### src/rtl/tmds_decoder.sv
// TMDS receive channel: word alignment by control-token bit-slip search, then
// decode of each aligned symbol into a data byte or a 2-bit control value.
module tmds_decoder #(
    parameter int unsigned LOCK_COUNT     = 128,
    parameter int unsigned SEARCH_TIMEOUT = 2048,
    parameter int unsigned LOSS_TIMEOUT   = 4096
) (
    input  logic       clk_in,
    input  logic       rst_in,
    input  logic [9:0] tmds_in,
    output logic [7:0] data_out,
    output logic [1:0] control_out,
    output logic       de_out,
    output logic       ctrl_valid_out,
    output logic       locked_out,
    output logic [3:0] offset_out,
    output logic       slip_out
);

    localparam int unsigned RUN_W   = $clog2(LOCK_COUNT + 1);
    localparam int unsigned GAP_MAX = (LOSS_TIMEOUT > SEARCH_TIMEOUT) ? LOSS_TIMEOUT : SEARCH_TIMEOUT;
    localparam int unsigned GAP_W   = $clog2(GAP_MAX + 1);

    typedef enum logic {
        SEARCH,
        LOCKED
    } state_t;

    state_t           state;
    state_t           state_nxt;
    logic [9:0]       prev_q;
    logic [9:0]       sym_q;
    logic             sym_lock_q;
    logic [3:0]       offset;
    logic [3:0]       offset_nxt;
    logic [RUN_W-1:0] run_cnt;
    logic [RUN_W-1:0] run_nxt;
    logic [GAP_W-1:0] gap_cnt;
    logic [GAP_W-1:0] gap_nxt;
    logic             slip_nxt;
    logic [19:0]      cat;
    logic [9:0]       win;
    logic             is_tok;
    logic [1:0]       tok_val;
    logic [7:0]       d_in;
    logic [7:0]       dec;

    // Sliding 10-bit window over the previous and current raw words
    assign cat = {tmds_in, prev_q};
    assign win = 10'(cat >> offset);

    always_comb begin
        is_tok  = 1'b1;
        tok_val = 2'b00;
        case (sym_q)
            10'b1101010100: tok_val = 2'b00;
            10'b0010101011: tok_val = 2'b01;
            10'b0101010100: tok_val = 2'b10;
            10'b1010101011: tok_val = 2'b11;
            default:        is_tok  = 1'b0;
        endcase
    end

    // Undo the optional inversion, then the xor/xnor transition chain
    always_comb begin
        d_in   = sym_q[9] ? ~sym_q[7:0] : sym_q[7:0];
        dec    = 8'd0;
        dec[0] = d_in[0];
        for (int i = 1; i < 8; i++) begin
            dec[i] = sym_q[8] ? (d_in[i] ^ d_in[i-1]) : ~(d_in[i] ^ d_in[i-1]);
        end
    end

    always_ff @(posedge clk_in) begin
        if (rst_in) begin
            state   <= SEARCH;
            offset  <= 4'd0;
            run_cnt <= '0;
            gap_cnt <= '0;
        end else begin
            state   <= state_nxt;
            offset  <= offset_nxt;
            run_cnt <= run_nxt;
            gap_cnt <= gap_nxt;
        end
    end

    // Alignment FSM; lock is checked before slip since a token clears the gap anyway
    always_comb begin
        state_nxt  = state;
        offset_nxt = offset;
        slip_nxt   = 1'b0;
        if (is_tok) begin
            run_nxt = (run_cnt == RUN_W'(LOCK_COUNT)) ? run_cnt : run_cnt + RUN_W'(1);
            gap_nxt = '0;
        end else begin
            run_nxt = '0;
            gap_nxt = (gap_cnt == GAP_W'(GAP_MAX)) ? gap_cnt : gap_cnt + GAP_W'(1);
        end
        case (state)
            SEARCH: begin
                if (run_cnt == RUN_W'(LOCK_COUNT)) begin
                    state_nxt = LOCKED;
                    run_nxt   = '0;
                    gap_nxt   = '0;
                end else if (gap_cnt == GAP_W'(SEARCH_TIMEOUT)) begin
                    offset_nxt = (offset == 4'd9) ? 4'd0 : offset + 4'd1;
                    slip_nxt   = 1'b1;
                    run_nxt    = '0;
                    gap_nxt    = '0;
                end
            end
            LOCKED: begin
                if (gap_cnt == GAP_W'(LOSS_TIMEOUT)) begin
                    state_nxt = SEARCH;
                    run_nxt   = '0;
                    gap_nxt   = '0;
                end
            end
            default: begin
                state_nxt = SEARCH;
            end
        endcase
    end

    // Pipeline and output registers; gating uses the lock state captured with sym_q
    always_ff @(posedge clk_in) begin
        if (rst_in) begin
            prev_q         <= 10'd0;
            sym_q          <= 10'd0;
            sym_lock_q     <= 1'b0;
            data_out       <= 8'd0;
            control_out    <= 2'd0;
            de_out         <= 1'b0;
            ctrl_valid_out <= 1'b0;
            locked_out     <= 1'b0;
            offset_out     <= 4'd0;
            slip_out       <= 1'b0;
        end else begin
            prev_q         <= tmds_in;
            sym_q          <= win;
            sym_lock_q     <= (state == LOCKED);
            data_out       <= dec;
            if (is_tok) begin
                control_out <= tok_val;
            end
            de_out         <= sym_lock_q & ~is_tok;
            ctrl_valid_out <= sym_lock_q & is_tok;
            locked_out     <= sym_lock_q;
            offset_out     <= offset_nxt;
            slip_out       <= slip_nxt;
        end
    end

endmodule
### config.mk
export PLATFORM = sky130hd
export DESIGN_NAME = tmds_decoder
export DESIGN_NICKNAME = d
export VERILOG_FILES = /design/src/rtl/tmds_decoder.sv
export SDC_FILE = /design/constraint.sdc
export NUM_CORES = 1
export LEC_CHECK = 0
export CAP_MARGIN = 20
export CORE_UTILIZATION = 60
export CTS_CLUSTER_SIZE = 28
export DETAILED_ROUTE_END_ITERATION = 8
export DONT_BUFFER_PORTS = 1
export PLACE_DENSITY = 0.76
export SYNTH_ARGS = -nofsm -noshare
export SYNTH_HDL_FRONTEND = slang
export SYNTH_SLANG_ARGS = --single-unit
### constraint.sdc
create_clock -name clk_in -period 3.6 [get_ports clk_in]
set_input_delay 0.72 -clock clk_in [delete_from_list [all_inputs] [get_ports clk_in]]
set_output_delay 0.72 -clock clk_in [all_outputs]
set_load 0.05 [all_outputs]
# Word level (Yosys, flattened, before mapping)
# Cells that the tools add are included.
[totals]
reg_bits = 61
in_bits = 12
out_inout_bits = 18
word_cells = 75
[op_classes]
addsub = 3
eq_ne = 8
shifts = 1
mux = 27
bitwise = 20
n_reduce_logical = 3
[op_table]
columns = ["operator", "count"]
rows = [
  ["two-way mux 13 bit", 5],
  ["two-way mux 8 bit", 6],
  ["one-hot mux 13 bit (2 select lines)", 1],
  ["equality test 10 bit (second input constant)", 2],
  ["right shift 20 x 4 -> 10 bit", 1],
  ["one-hot mux 8 bit (2 select lines)", 1],
  ["adder 13 x 1 -> 13 bit (second input constant)", 1],
  ["equality test 13 x 12 -> 1 bit (second input constant)", 1],
  ["equality test 13 bit (second input constant)", 1],
  ["two-way mux 1 bit", 11],
  ["equality test 10 x 8 -> 1 bit (second input constant)", 1],
  ["equality test 10 x 9 -> 1 bit (second input constant)", 1],
  ["NOT 1 bit", 10],
  ["adder 8 x 1 -> 8 bit (second input constant)", 1],
  ["equality test 8 bit (second input constant)", 1],
  ["NOT 8 bit", 1],
  ["bitwise XOR 1 bit", 7],
  ["one-hot mux 2 bit (3 select lines)", 1],
  ["adder 4 x 1 -> 4 bit (second input constant)", 1],
  ["equality test 4 bit (second input constant)", 1],
  ["two-way mux 4 bit", 1],
  ["OR reduction 4 bit", 1],
  ["AND reduction 3 bit", 1],
  ["OR reduction 3 bit", 1],
  ["other kinds (2)", 3],
]

# Logic depth before layout (Yosys ltp)
[depth]
depth_word = 7
ltp_mapped = 8
mapped_depth_nobuf = 7

# Worst setup path before layout
# OpenSTA, ideal clock, no wires.
[synth_path]
path_kind = "register -> register"
from = "reg offset_out[0] (netlist name)"
to = "reg sym_q[7]"
setup_time_ns = 0.137
t_arrival_ns = 2.027
required_time_ns = 3.463
path_slack_ns = 1.435
path_stages_with_launch = 8
n_path_buf = 2
synth_period_minus_slack_ns = 2.165
path_cell_list = "dfxtp_1 -> clkbuf_1 -> inv_1 -> buf_1 -> mux2i_1 -> nor2_1 -> a211oi_1 -> a211oi_1"
[synth_rtl]
columns = ["item", "line_no", "text"]
rows = [
  ["to (signal assigned)", "141", "sym_q <= win;"],
  ["to (decl)", "32", "logic [9:0] sym_q;"],
]

# Worst setup path after layout
[layout_path]
from = "reg offset_out[1]"
to = "out offset_out[1]"
[layout_rtl]
columns = ["item", "line_no", "text"]
rows = [
  ["from (decl)", "16", "output logic [3:0] offset_out,"],
  ["from (signal assigned)", "150", "offset_out <= offset_nxt;"],
]
# No word-level cell between the ends.

==> flow_metrics.py <==
metrics = {
    "outcome": {
        "status": "complete, no violations",
    },
    "yosys": {
        "synth.top_cell.area_share_pct": 40.13,
        "async_reset_ff_share_pct": 0,
        "synth_edf_count": 0,
        "syn-num-nets": 336,
        "ys.flop_type": "dfxtp_1",
        "yosysWarnings": 0,
        "ys_top_cells_by_count": "dfxtp_1, nor2_1, mux2i_1",
        "synth.cell_area_mm2": 0.003043,
        "synth_area_per_cell_um2": 9.509,
        "synth_most_common_cell": "dfxtp_1",
        "ys_seq_area_share_pct": 40.13,
        "synth_cell_types": 48,
        "synth_area_leaders": "dfxtp_1, mux2i_1, nor2_1",
        "synth.ff_latch_count": 61,
        "syn_inst": 320,
        "synth_area_leader_cell": "dfxtp_1",
    },
    "cts": {
        "ctsResizeCount": 0,
        "cts.clk_slew.worst_paths_ns": 0.07,
        "clk_latency_ns": 0.33,
        "cts_tree": "built",
        "cts_hold_buf": 0,
        "clockBufferDepth": 2,
        "postCtsSetupBuffers": 0,
        "h-tree-depth": 3,
        "cts_made_buffers": 9,
        "clkSinkCount": 61,
        "cts_root_buf": "clkbuf_8",
    },
    "floorplanning": {
        "io_pins": 30,
        "dieArea_mm2": 0.005360,
        "die_h_um": 73.22,
        "die_x_um": 73.22,
        "start_util_pct": 63.58,
        "rows": 25,
        "core_mm2": 0.004786,
    },
    "placement": {
        "dp.cells": 375,
        "place.gp.congestion": 0.8905,
        "dpl.hpwl_um": 3977,
        "io_buffer_count": 0,
    },
    "run": {
        "cap_violations": 0,
    },
    "drt": {
        "drt_iter0_drc": 43,
        "wirelength_um": 5577,
        "dr.pass1.iters": 4,
        "ant_nets": 0,
        "routedWlPerCell_um": 14.26,
        "vias": 2229,
        "vias_per_cell": 5.701,
        "drc": 0,
    },
    "min_path": {
        "min_path_type": "primary input to flop",
    },
    "cells_and_area": {
        "multi_input_area_mm2": 0.001732,
        "seq_area_mm2": 0.001221,
        "antenna_cells": 0,
        "area_growth_pct": 9.005,
        "instances_no_fill": 391,
        "layout-drive-gt1-share_pct": 13.58,
        "fillers": 383,
        "nets": 335,
    },
    "setup_path": {
        "crit_cells": 1,
        "cp_num_buf_inv": 1,
        "crit_end": "offset_out[1]",
        "rr_startpoint": "gap_cnt[0]",
        "cp.arrival_ns": 1.74,
        "path_cells": "buf_4",
        "max_stage_delay_ns": 1.02,
        "crit_family": "flip-flops",
        "regToRegSetupSlack_ns": 1.17,
        "startpoint": "offset_out[1]",
        "end_kind": "output port",
        "r2r_end": "gap_cnt[5]",
        "crit_required_ns": 2.88,
        "slowest_stage": "dfxtp_1",
        "start_kind": "flop",
        "r2r_cells": 7,
        "cp_max_fo": 26,
        "worstSetupPathType": "flop to output port",
    },
    "pwr": {
        "ir_worst_vdd_v": 0.0003588,
        "p_int_w": 0.001146,
        "p_total_w": 0.001481,
        "clkPwrFrac_pct": 44.7,
        "power.density_mw_per_mm2": 446.4,
        "netSwitchingFraction_pct": 22.58,
        "power_frac_comb_pct": 5.3,
        "switching_power_w": 0.0003343,
        "leakagePower_nw": 1.230,
        "seqPwrFrac_pct": 50.1,
    },
    "timing": {
        "rsz0062_at_grt": "false",
        "setup_tns_ns": 0,
        "maxSlewViolCount": 0,
        "finClkSkew_ns": 0.005354,
        "fin_crit_sh_pct": 68.39,
        "relSlewSlack_pct": 28.98,
        "tightest_slew_ns": 1.064,
        "fmax_mhz": 406.2,
        "final-setup-viol-count": 0,
        "fin_crit_ns": 2.462,
        "hold_viol": 0,
    },
    "grt": {
        "grt_max_degree": 39,
        "antenna_found_initial": 0,
        "grt_pass1_vias": 2055,
        "track_usage_pct": 23.17,
        "overflow": 0,
        "grt_pass1_wl_um": 9315,
    },
}
[power by group through the flow]
stage	combinational, W	clock (W)	sequential, W
3_3_place_gp	0.0000746	0	0.000756
3_5_place_dp	0.0000770	0	0.000756
5_1_grt	0.0000858	0.000711	0.000744
4_1_cts	0.0000778	0.000680	0.000741
2_1_floorplan	0.0000714	0	0.000752
6_report	0.0000778	0.000662	0.000741
[final cells by class]
type | count | share of cell area, %
Sequential cell | 61 | 36.82
Multi-Input combinational cell | 236 | 52.21
Tap cell | 67 | 2.527
Inverter | 7 | 0.7922
Timing Repair Buffer | 4 | 0.9053
Clock buffer | 10 | 4.149
Clock inverter | 6 | 2.603
[layer usage]
metal  vias to the layer above  wire length, um  global-route usage, %
met5                         -                0                      0
met4                         0               78                  10.89
met3                         9              279                  7.459
met2                        53             2541                  35.60
met1                      1036             2677                  29.41
li1                       1131                -                      -
[worst min path at each step]
stage          slack (ns)  cells past startpoint              to  startpoint
6_report             0.45                      1  control_out[1]      rst_in
5_1_grt              0.42                      1  control_out[1]      rst_in
4_1_cts              0.43                      1  control_out[1]      rst_in
3_5_place_dp         0.46                      1      locked_out  sym_lock_q
3_3_place_gp         0.46                      1      locked_out  sym_lock_q
2_1_floorplan        0.45                      1      locked_out  sym_lock_q
[placed cells by master (no fill, tap or decap), types with 4 or more instances in the layout]
master and n:
nand4_1 5, nand2b_1 5, mux4_2 6, nand3_1 10, nor2_1 41, xor2_1 14, nand3b_1 4, a21oi_1 7
xnor2_1 15, inv_1 6, mux2_2 9, mux2i_1 26, ha_1 4, and2_1 4, buf_4 4, nand2_1 13
nor2b_1 15, and3_1 5, or2_2 4, dfxtp_1 61, clkbuf_8 10, a211oi_1 7, o22ai_1 9
[logic make-up after synthesis]
family / after synthesis / synth area share [%]
AOI/OAI and AO/OA: 38 / 8.429
xor gates and xnor gates: 29 / 8.347
adders and majority gates: 4 / 1.645
buffers and inverters: 23 / 2.961
DFF: 61 / 40.13
muxes: 41 / 16.32
and+or+nand+nor: 124 / 22.16
[per-stage QoR]
stage / hold slack (ns) / utilization [%] / area, um^2 / setup slack, ns
after floorplan: 0.4528 / - / 3043 / 1.435
after global placement: 0.4584 / 64.63 / 3093 / 1.272
after detailed placement: 0.4646 / 64.63 / 3093 / 1.159
after CTS: 0.4280 / 69.31 / 3317 / 1.126
after global routing: 0.4249 / 69.31 / 3317 / 0.9235
final: 0.4502 / 69.31 / 3317 / 1.138
[flip-flops by register name, summed over array words and instances (netlist names), 2 cells and up]
register	cells
data_out	8
control_out	2
sym_q	10
offset_out	4
gap_cnt	13
prev_q	10
run_cnt	8
Note: power is estimated with default switching activity, not from simulation.
